===== src/rtl/result_demux_pkg.sv =====
// result_demux_pkg
//   Shared definitions for the write-back result distributor:
//   destination-select encodings and the queue-entry layout
//   {sel, addr, data} stored by the 2-entry result FIFO.
package result_demux_pkg;

  localparam int RES_N = 16;  // result word / counter width
  localparam int RES_A = 3;   // destination address width

  localparam logic DEST_RF  = 1'b0;
  localparam logic DEST_MEM = 1'b1;

  typedef struct packed {
    logic             sel;
    logic [RES_A-1:0] addr;
    logic [RES_N-1:0] data;
  } result_entry_t;

endpackage


===== src/rtl/result_fifo2.sv =====
// result_fifo2
//   Two-entry in-order FIFO holding queue entries of type T.
//   Ports:
//     clk, rst   clock, asynchronous active-high reset
//     push       write wr_entry at the tail (caller guarantees not full)
//     wr_entry   entry to write
//     pop        drop the head entry (caller guarantees not empty)
//     rd_entry   head entry; reads all zeros while empty
//     empty/full occupancy flags, registered
//     ready      registered "can accept next cycle"; low during reset and
//                for the cycle in which reset releases
module result_fifo2
  import result_demux_pkg::*;
#(
  parameter type T = result_entry_t
) (
  input  logic clk,
  input  logic rst,
  input  logic push,
  input  T     wr_entry,
  input  logic pop,
  output T     rd_entry,
  output logic empty,
  output logic full,
  output logic ready
);

  logic [1:0] occ;
  logic [1:0] occ_next;
  logic       rd_ptr;
  logic       wr_ptr;
  T           mem [2];

  always_comb begin
    occ_next = occ + {1'b0, push} - {1'b0, pop};
  end

  // Control state: pointers, occupancy and the registered ready flag.
  // ready is computed from next-state occupancy so it never depends on a
  // same-cycle pop seen combinationally by the upstream side.
  always_ff @(posedge clk or posedge rst) begin
    if (rst) begin
      occ    <= 2'd0;
      rd_ptr <= 1'b0;
      wr_ptr <= 1'b0;
      ready  <= 1'b0;
    end else begin
      occ   <= occ_next;
      ready <= (occ_next != 2'd2);
      if (push) wr_ptr <= ~wr_ptr;
      if (pop)  rd_ptr <= ~rd_ptr;
    end
  end

  // Storage needs no reset: the head is masked to zero while empty.
  always_ff @(posedge clk) begin
    if (push) mem[wr_ptr] <= wr_entry;
  end

  assign empty    = (occ == 2'd0);
  assign full     = (occ == 2'd2);
  assign rd_entry = empty ? T'('0) : mem[rd_ptr];

endmodule


===== src/rtl/result_demux.sv =====
// result_demux
//   Write-back result distributor. Accepts one result word per handshake,
//   queues it (2 entries, strict FIFO order) and presents the head to
//   either the register-file port (sel=0) or the data-memory port (sel=1).
//   Ports:
//     clk, rst                     clock, asynchronous active-high reset
//     in_valid/in_ready            upstream handshake
//     in_data/in_sel/in_addr       result word, destination, address
//     rf_valid/rf_ready            register-file handshake
//     rf_data/rf_addr              head word and register index
//     mem_valid/mem_ready          data-memory handshake
//     mem_data/mem_addr            head word and memory address
//     rf_count/mem_count           wrapping per-destination delivery counts
//   All outputs derive only from registers.
module result_demux
  import result_demux_pkg::*;
#(
  parameter int N = RES_N,
  parameter int A = RES_A
) (
  input  logic         clk,
  input  logic         rst,
  input  logic         in_valid,
  output logic         in_ready,
  input  logic [N-1:0] in_data,
  input  logic         in_sel,
  input  logic [A-1:0] in_addr,
  output logic         rf_valid,
  input  logic         rf_ready,
  output logic [N-1:0] rf_data,
  output logic [A-1:0] rf_addr,
  output logic         mem_valid,
  input  logic         mem_ready,
  output logic [N-1:0] mem_data,
  output logic [A-1:0] mem_addr,
  output logic [N-1:0] rf_count,
  output logic [N-1:0] mem_count
);

  result_entry_t wr_entry;
  result_entry_t head;
  logic          empty;
  logic          full;
  logic          push;
  logic          pop;
  logic          rf_fire;
  logic          mem_fire;

  assign wr_entry = '{sel: in_sel, addr: in_addr, data: in_data};
  assign push     = in_valid && in_ready && !full;

  result_fifo2 #(
    .T(result_entry_t)
  ) u_fifo (
    .clk      (clk),
    .rst      (rst),
    .push     (push),
    .wr_entry (wr_entry),
    .pop      (pop),
    .rd_entry (head),
    .empty    (empty),
    .full     (full),
    .ready    (in_ready)
  );

  // Head routing: exactly one destination sees the head; the other port's
  // ready is ignored, which gives head-of-line blocking.
  assign rf_valid  = !empty && (head.sel == DEST_RF);
  assign mem_valid = !empty && (head.sel == DEST_MEM);
  assign rf_data   = head.data;
  assign rf_addr   = head.addr;
  assign mem_data  = head.data;
  assign mem_addr  = head.addr;

  assign rf_fire  = rf_valid && rf_ready;
  assign mem_fire = mem_valid && mem_ready;
  assign pop      = rf_fire || mem_fire;

  // Delivery counters, updated on the handshake edge and wrapping.
  always_ff @(posedge clk or posedge rst) begin
    if (rst) begin
      rf_count  <= '0;
      mem_count <= '0;
    end else begin
      if (rf_fire)  rf_count  <= rf_count + 1'b1;
      if (mem_fire) mem_count <= mem_count + 1'b1;
    end
  end

endmodule


===== config.mk =====
export PLATFORM = sky130hd
export DESIGN_NAME = result_demux
export DESIGN_NICKNAME = d
export VERILOG_FILES = /design/src/rtl/result_demux_pkg.sv /design/src/rtl/result_fifo2.sv /design/src/rtl/result_demux.sv
export SDC_FILE = /design/constraint.sdc
export NUM_CORES = 1
export LEC_CHECK = 0
export BUFFER_PORTS_ARGS = -buffer_cell sky130_fd_sc_hd__buf_2
export CAP_MARGIN = 20
export CORE_MARGIN = 8
export CORE_UTILIZATION = 40
export DETAILED_ROUTE_END_ITERATION = 12
export PLACE_DENSITY_LB_ADDON = 0.1
export SKIP_LAST_GASP = 1
export SLEW_MARGIN = 25
export SYNTH_ARGS = -nofsm -noshare
export SYNTH_HDL_FRONTEND = slang
export SYNTH_SLANG_ARGS = --single-unit

===== constraint.sdc =====
create_clock -name clk -period 2.1 [get_ports clk]
set_input_delay 0 -clock clk [delete_from_list [all_inputs] [get_ports clk]]
set_output_delay 0 -clock clk [all_outputs]
set_load 0.03 [all_outputs]

; Yosys cells after proc, flatten, opt, wreduce, memory -nomap -nowiden
; Memories as Yosys holds them, arrays and structs flattened.
; Index checks and enable logic that the tools add are counted.
[classes]
n_addsub = 4
eq_ne = 2
mux = 3
n_bitwise = 3
reduce_logical = 10
[op_table]
columns = operator, count
row1 = 16-bit by 1-bit adder with 16-bit output (second input constant), 2
row2 = 20-bit 2-to-1 mux, 1
row3 = 1-bit logical AND, 6
row4 = 1-bit NOT, 3
row5 = 2-bit by 1-bit adder with 2-bit output, 1
row6 = 2-bit == test (second input constant), 1
row7 = 1-bit zero test, 2
row8 = 2-bit zero test, 1
row9 = 1-bit 2-to-1 mux, 2
row10 = 2-bit inequality test (second input constant), 1
row11 = 2-bit by 1-bit subtractor with 2-bit output, 1
row12 = 1-bit logical OR, 1
[word_totals]
reg_bits = 37
ram_bits = 40
in_bits = 25
out_inout_bits = 73
word_cells = 29
n_memories = 1
[mem_list]
columns = memory, depth, word_bits, read_ports, rd_ports_with_merged_regs, wr, line_no
row1 = u_fifo.mem, 2, 20, 1, 0, 1, result_fifo2.sv:32  ; T mem [2];

; Depth between registers and ports, before layout
[logic_depth]
ltp_word = 8
ltp_mapped = 11
ltp_nobuf = 9

; Cells and area by module
; A second synthesis with hierarchy kept.
[hier_totals]
cells_unflattened = 249
area_unflattened_um2 = 3375.7
[by_module_without_submodules]
columns = module, n_inst, cells_each, area_each_um2, seq_area_each_um2
row1 = result_fifo2, 1, 106, 1784.2, 1326.3
row2 = result_demux, 1, 143, 1591.5, 800.8

; Least setup slack after synthesis
; Ideal clock, no wire load.
[synth_path]
path_type = register to register
startpoint = register u_fifo.rd_ptr
endpoint = register u_fifo.ready
setup_ns = 0.123
arrival_time_ns = 2.004
required_time_ns = 1.977
setup_slack_ns = -0.027
path_stages_with_launch = 12
n_path_buf = 2
period_less_slack_ns = 2.127
cell_sequence = dfrtp_1 -> buf_6 -> mux2_4 -> or2_1 -> buf_6 -> o21ai_2 -> ha_1 -> inv_1 -> ha_1 -> xnor2_1 -> xnor2_1 -> nand2b_1
[synth_via]
elab_chain_cells = 8
word_cells_on_any_way = 10
cone_classes = 1 x add/sub / 1 x eq/ne / 1 x mux / 1 x bitwise / 5 x reduce/logical / 1 x memory
[synth_lines]
columns = item, line_no
row1 = from (decl), result_fifo2.sv:30  ; logic rd_ptr;
row2 = from (signal assigned), result_fifo2.sv:51  ; if (pop) rd_ptr <= ~rd_ptr;
row3 = memory 2 x 20 bit *, --
row4 = 20-bit 2-to-1 mux *, result_fifo2.sv:62  ; assign rd_entry = empty ? T'('0) : mem[rd_ptr];
row5 = 1-bit NOT, result_demux.sv:68  ; assign rf_valid = !empty && (head.sel == DEST_RF);
row6 = 1-bit logical AND, result_demux.sv:68
row7 = 1-bit logical AND, result_demux.sv:75  ; assign rf_fire = rf_valid && rf_ready;
row8 = 1-bit logical OR *, result_demux.sv:77  ; assign pop = rf_fire || mem_fire;
row9 = 2-bit by 1-bit subtractor with 2-bit output *, result_fifo2.sv:35  ; occ_next = occ + {1'b0, push} - {1'b0, pop};
row10 = named net u_fifo.occ_next[1], result_fifo2.sv:29  ; logic [1:0] occ_next;
row11 = 2-bit inequality test *, result_fifo2.sv:49  ; ready <= (occ_next != 2'd2);
row12 = to (signal assigned), result_fifo2.sv:49
row13 = to (decl), result_fifo2.sv:25  ; output logic ready
; The timed path passes the listed nets; every way through them passes the cells marked *.
; A chain may end at the register's enable or synchronous reset.

; Final worst setup path
; Ends and elaborated chain as after synthesis.

==> out/metrics.yaml <==
synth:
  ys_ff_latch: 77
  yosys-top-cells-count: "edfxtp_1 (40), dfrtp_1 (37), xnor2_1 (29), nor2_1 (25), mux2i_1 (20)"
  synth_nets: 275
  synth.most_common_cell: "edfxtp_1"
  yosys_warnings: 0
  syn_area_um2: 3343
  ys.flop_type: "edfxtp_1"
  syn_area_per_cell_um2: 13.59
  synthArstFlopShare_pct: 48.05
  synth_cell_type_count: 30
  synth_cells: 246
  synth_edf_count: 40
  synth.largest_area_cell: "edfxtp_1"
  ys_seq_area_share_pct: 63.62
  ys_top_cells_by_area: "edfxtp_1 (36%), dfrtp_1 (28%), xnor2_1 (7.6%), mux2i_1 (6.0%), buf_4 (4.3%)"
  yosysTopAreaCellShare_pct: 35.93
drt:
  vias: 2175
  drtIter0Drc: 33
  drc: 0
  drt-vias-per-instance: 4.618
  wl_per_cell_um: 14.20
  ant_nets: 0
  first_pass_iters: 5
  routed_wl_um: 6690
global_routing:
  antenna_found_initial: 0
  grt_usage_pct: 12.37
  grt_pass1_vias: 2332
  grt_first_pass_wirelength_um: 11180
  grt_overflow: 0
  grt_start_max_net_pins: 38
layout:
  register_area_um2: 2127
  n_antenna_cell: 0
  fin_area_um2: 4309
  final_nets: 390
  post-route-util_pct: 52.71
  multiInputGateArea_um2: 1032
  drive_above_1_share_pct: 37.98
  area_delta_synth_final_pct: 28.89
  fillers: 754
power:
  p_switching_uw: 2861
  p_leak_uw: 0.001979
  p_seq_share_pct: 33.9
  irDropWorstVdd_v: 0.001066
  total_power_uw: 6322
  power_frac_comb_pct: 48.3
  clkPwrFrac_pct: 17.9
  switching_share_pct: 45.26
  powerDensity_nw_per_um2: 1467
  p_int_uw: 3461
setup_path:
  cp.arrival_ns: 2.25
  crit_type: "flip-flop to flip-flop"
  end_kind: "flip-flop"
  worstPathMaxFanout: 4
  reg2regPathDepth: 9
  required_ns: 2.33
  reg2reg_to: "u_fifo.ready"
  r2r_slack_ns: 0.08
  reg2reg_from: "u_fifo.rd_ptr"
  start_kind: "flip-flop"
hold_path:
  min_to: "u_fifo.wr_ptr"
  hold_path.startpoint: "in_valid"
  hold_path_depth: 3
  hp-class: "input port to flip-flop"
flow_run:
  drv_cap: 0
floorplanning:
  num_rows: 33
  start_util_pct: 40.89
  dieArea_um2: 11540
  die_w_um: 107.4
  fp.coreArea_um2: 8175
  ios: 98
  die_h_um: 107.4
place:
  place_area_um2: 3865
  io_buffers: 97
  gp_congestion: 0.6823
  dp.final_hpwl_um: 4738
clock_tree:
  clk_pin_slew_ns: 0.08
  cts_sinks: 77
  clock_latency_ns: 0.35
  clk_path_buf_depth: 2
  post_cts_buffers: 0
  cts-buffers-inserted: 9
  cts_tree: "yes"
  cts_max_level: 3
  root_buffer: "clkbuf_8"
timing:
  min_period_ns: 2.020
  skew_ns: 0.008606
  slew_headroom_pct: 69.04
  setup_viol: 0
  fin_hold_ws_ns: 0.07016
  fmax_mhz: 495.1
  hold_violations: 0
  finalMaxSlewViolations: 0
  worst_pin_slew_ns: 0.4605
  fin_crit_sh_pct: 96.19
  tns_ns: 0
status:
  status: "complete, no violations"
==> critical path: stages (launching register included) <==
cell      delay [ns]
dfrtp_1         0.43
mux2_4          0.32
or2_4           0.23
o21ai_2         0.08
ha_1            0.25
inv_1           0.06
ha_2            0.18
xnor2_2         0.13
xnor2_2         0.15
nand2b_1        0.07
==> power by group through the flow <==
stage	Clock (uW)	Sequential [uW]	Combinational [uW]
floorplan	0	2320	2240
global placement	0	2160	3010
detailed placement	0	2170	3020
global route	1230	2180	3310
CTS	1170	2140	3060
finish	1130	2140	3050
==> state kept, by name, summed over array words and instances, names as in the netlist <==
register	flops
u_fifo.rd_ptr	1
rf_count	16
u_fifo.mem	40
u_fifo.wr_ptr	1
mem_count	16
u_fifo.occ	2
u_fifo.ready	1
==> cell families after synthesis <==
family	count (synthesis)	share of synthesized area, %
DFF	77	63.62
AOI/OAI and AO/OA	4	0.7861
and+or+nand+nor	72	11.83
adders and majority gates	4	1.497
xor gates and xnor gates	34	8.907
buffers and inverters	32	6.250
muxes	23	7.111
==> how the worst max path moves through the flow <==
stage                     cells past startpoint  slack (ns)           from           end
after floorplan                              11      -0.009  u_fifo.rd_ptr  u_fifo.ready
after global placement                        9        0.15  u_fifo.rd_ptr  u_fifo.ready
after detailed placement                      9        0.07  u_fifo.rd_ptr  u_fifo.ready
after CTS                                     9        0.05  u_fifo.rd_ptr  u_fifo.ready
after global routing                          9       -0.02  u_fifo.rd_ptr  u_fifo.ready
final                                         9        0.08  u_fifo.rd_ptr  u_fifo.ready
==> per-stage QoR <==
stage                     worst slack [ns]  std cells
after floorplan                  -0.008932        246
after global placement              0.1471        433
after detailed placement           0.07089        433
after CTS                          0.05065        471
after global routing              -0.01901        471
final                              0.08000        471
==> final cells by class <==
| type | count | share of cell area, % |
|---|---|---|
| Timing Repair Buffer | 131 | 18.47 |
| Clock inverter | 7 | 1.858 |
| Multi-Input combinational cell | 137 | 23.95 |
| Tap cell | 105 | 3.049 |
| Sequential cell | 77 | 49.36 |
| Inverter | 5 | 0.4355 |
| Clock buffer | 9 | 2.875 |
==> routing by layer <==
layer | global-route usage (%) | up-vias | part of all wire, %
met4 | 4.163 | 0 | 1.0
li1 | - | 1069 | -
met1 | 13.84 | 1034 | 41
met2 | 20.56 | 65 | 50
met3 | 5.509 | 7 | 8.0
met5 | 0 | - | 0
==> cell usage in the layout (no fill, tap or decap), types with 2 or more instances in the layout <==
| cell | instances |
|---|---|
| and2_1 | 2 |
| and3_1 | 4 |
| and4_1 | 2 |
| buf_2 | 97 |
| buf_4 | 12 |
| clkbuf_8 | 9 |
| clkinvlp_4 | 2 |
| dfrtp_1 | 37 |
| dlygate4sd3_1 | 22 |
| edfxtp_1 | 40 |
| ha_1 | 3 |
| inv_1 | 5 |
| inv_6 | 3 |
| mux2_2 | 2 |
| mux2i_1 | 20 |
| nand2_1 | 10 |
| nand3_1 | 13 |
| nand4_1 | 8 |
| nor2_1 | 23 |
| nor2_2 | 2 |
| nor3_1 | 2 |
| nor4_4 | 2 |
| xnor2_1 | 27 |
| xnor2_2 | 2 |
| xor2_1 | 5 |
==> repair_timing <==
action	4_1_cts	5_1_grt
resized for setup	0	5
hold buffers	22	0
hold endpoints to repair	78	0
endpoints found under the setup margin	0	1
Note: power is estimated with default switching activity, not from simulation.
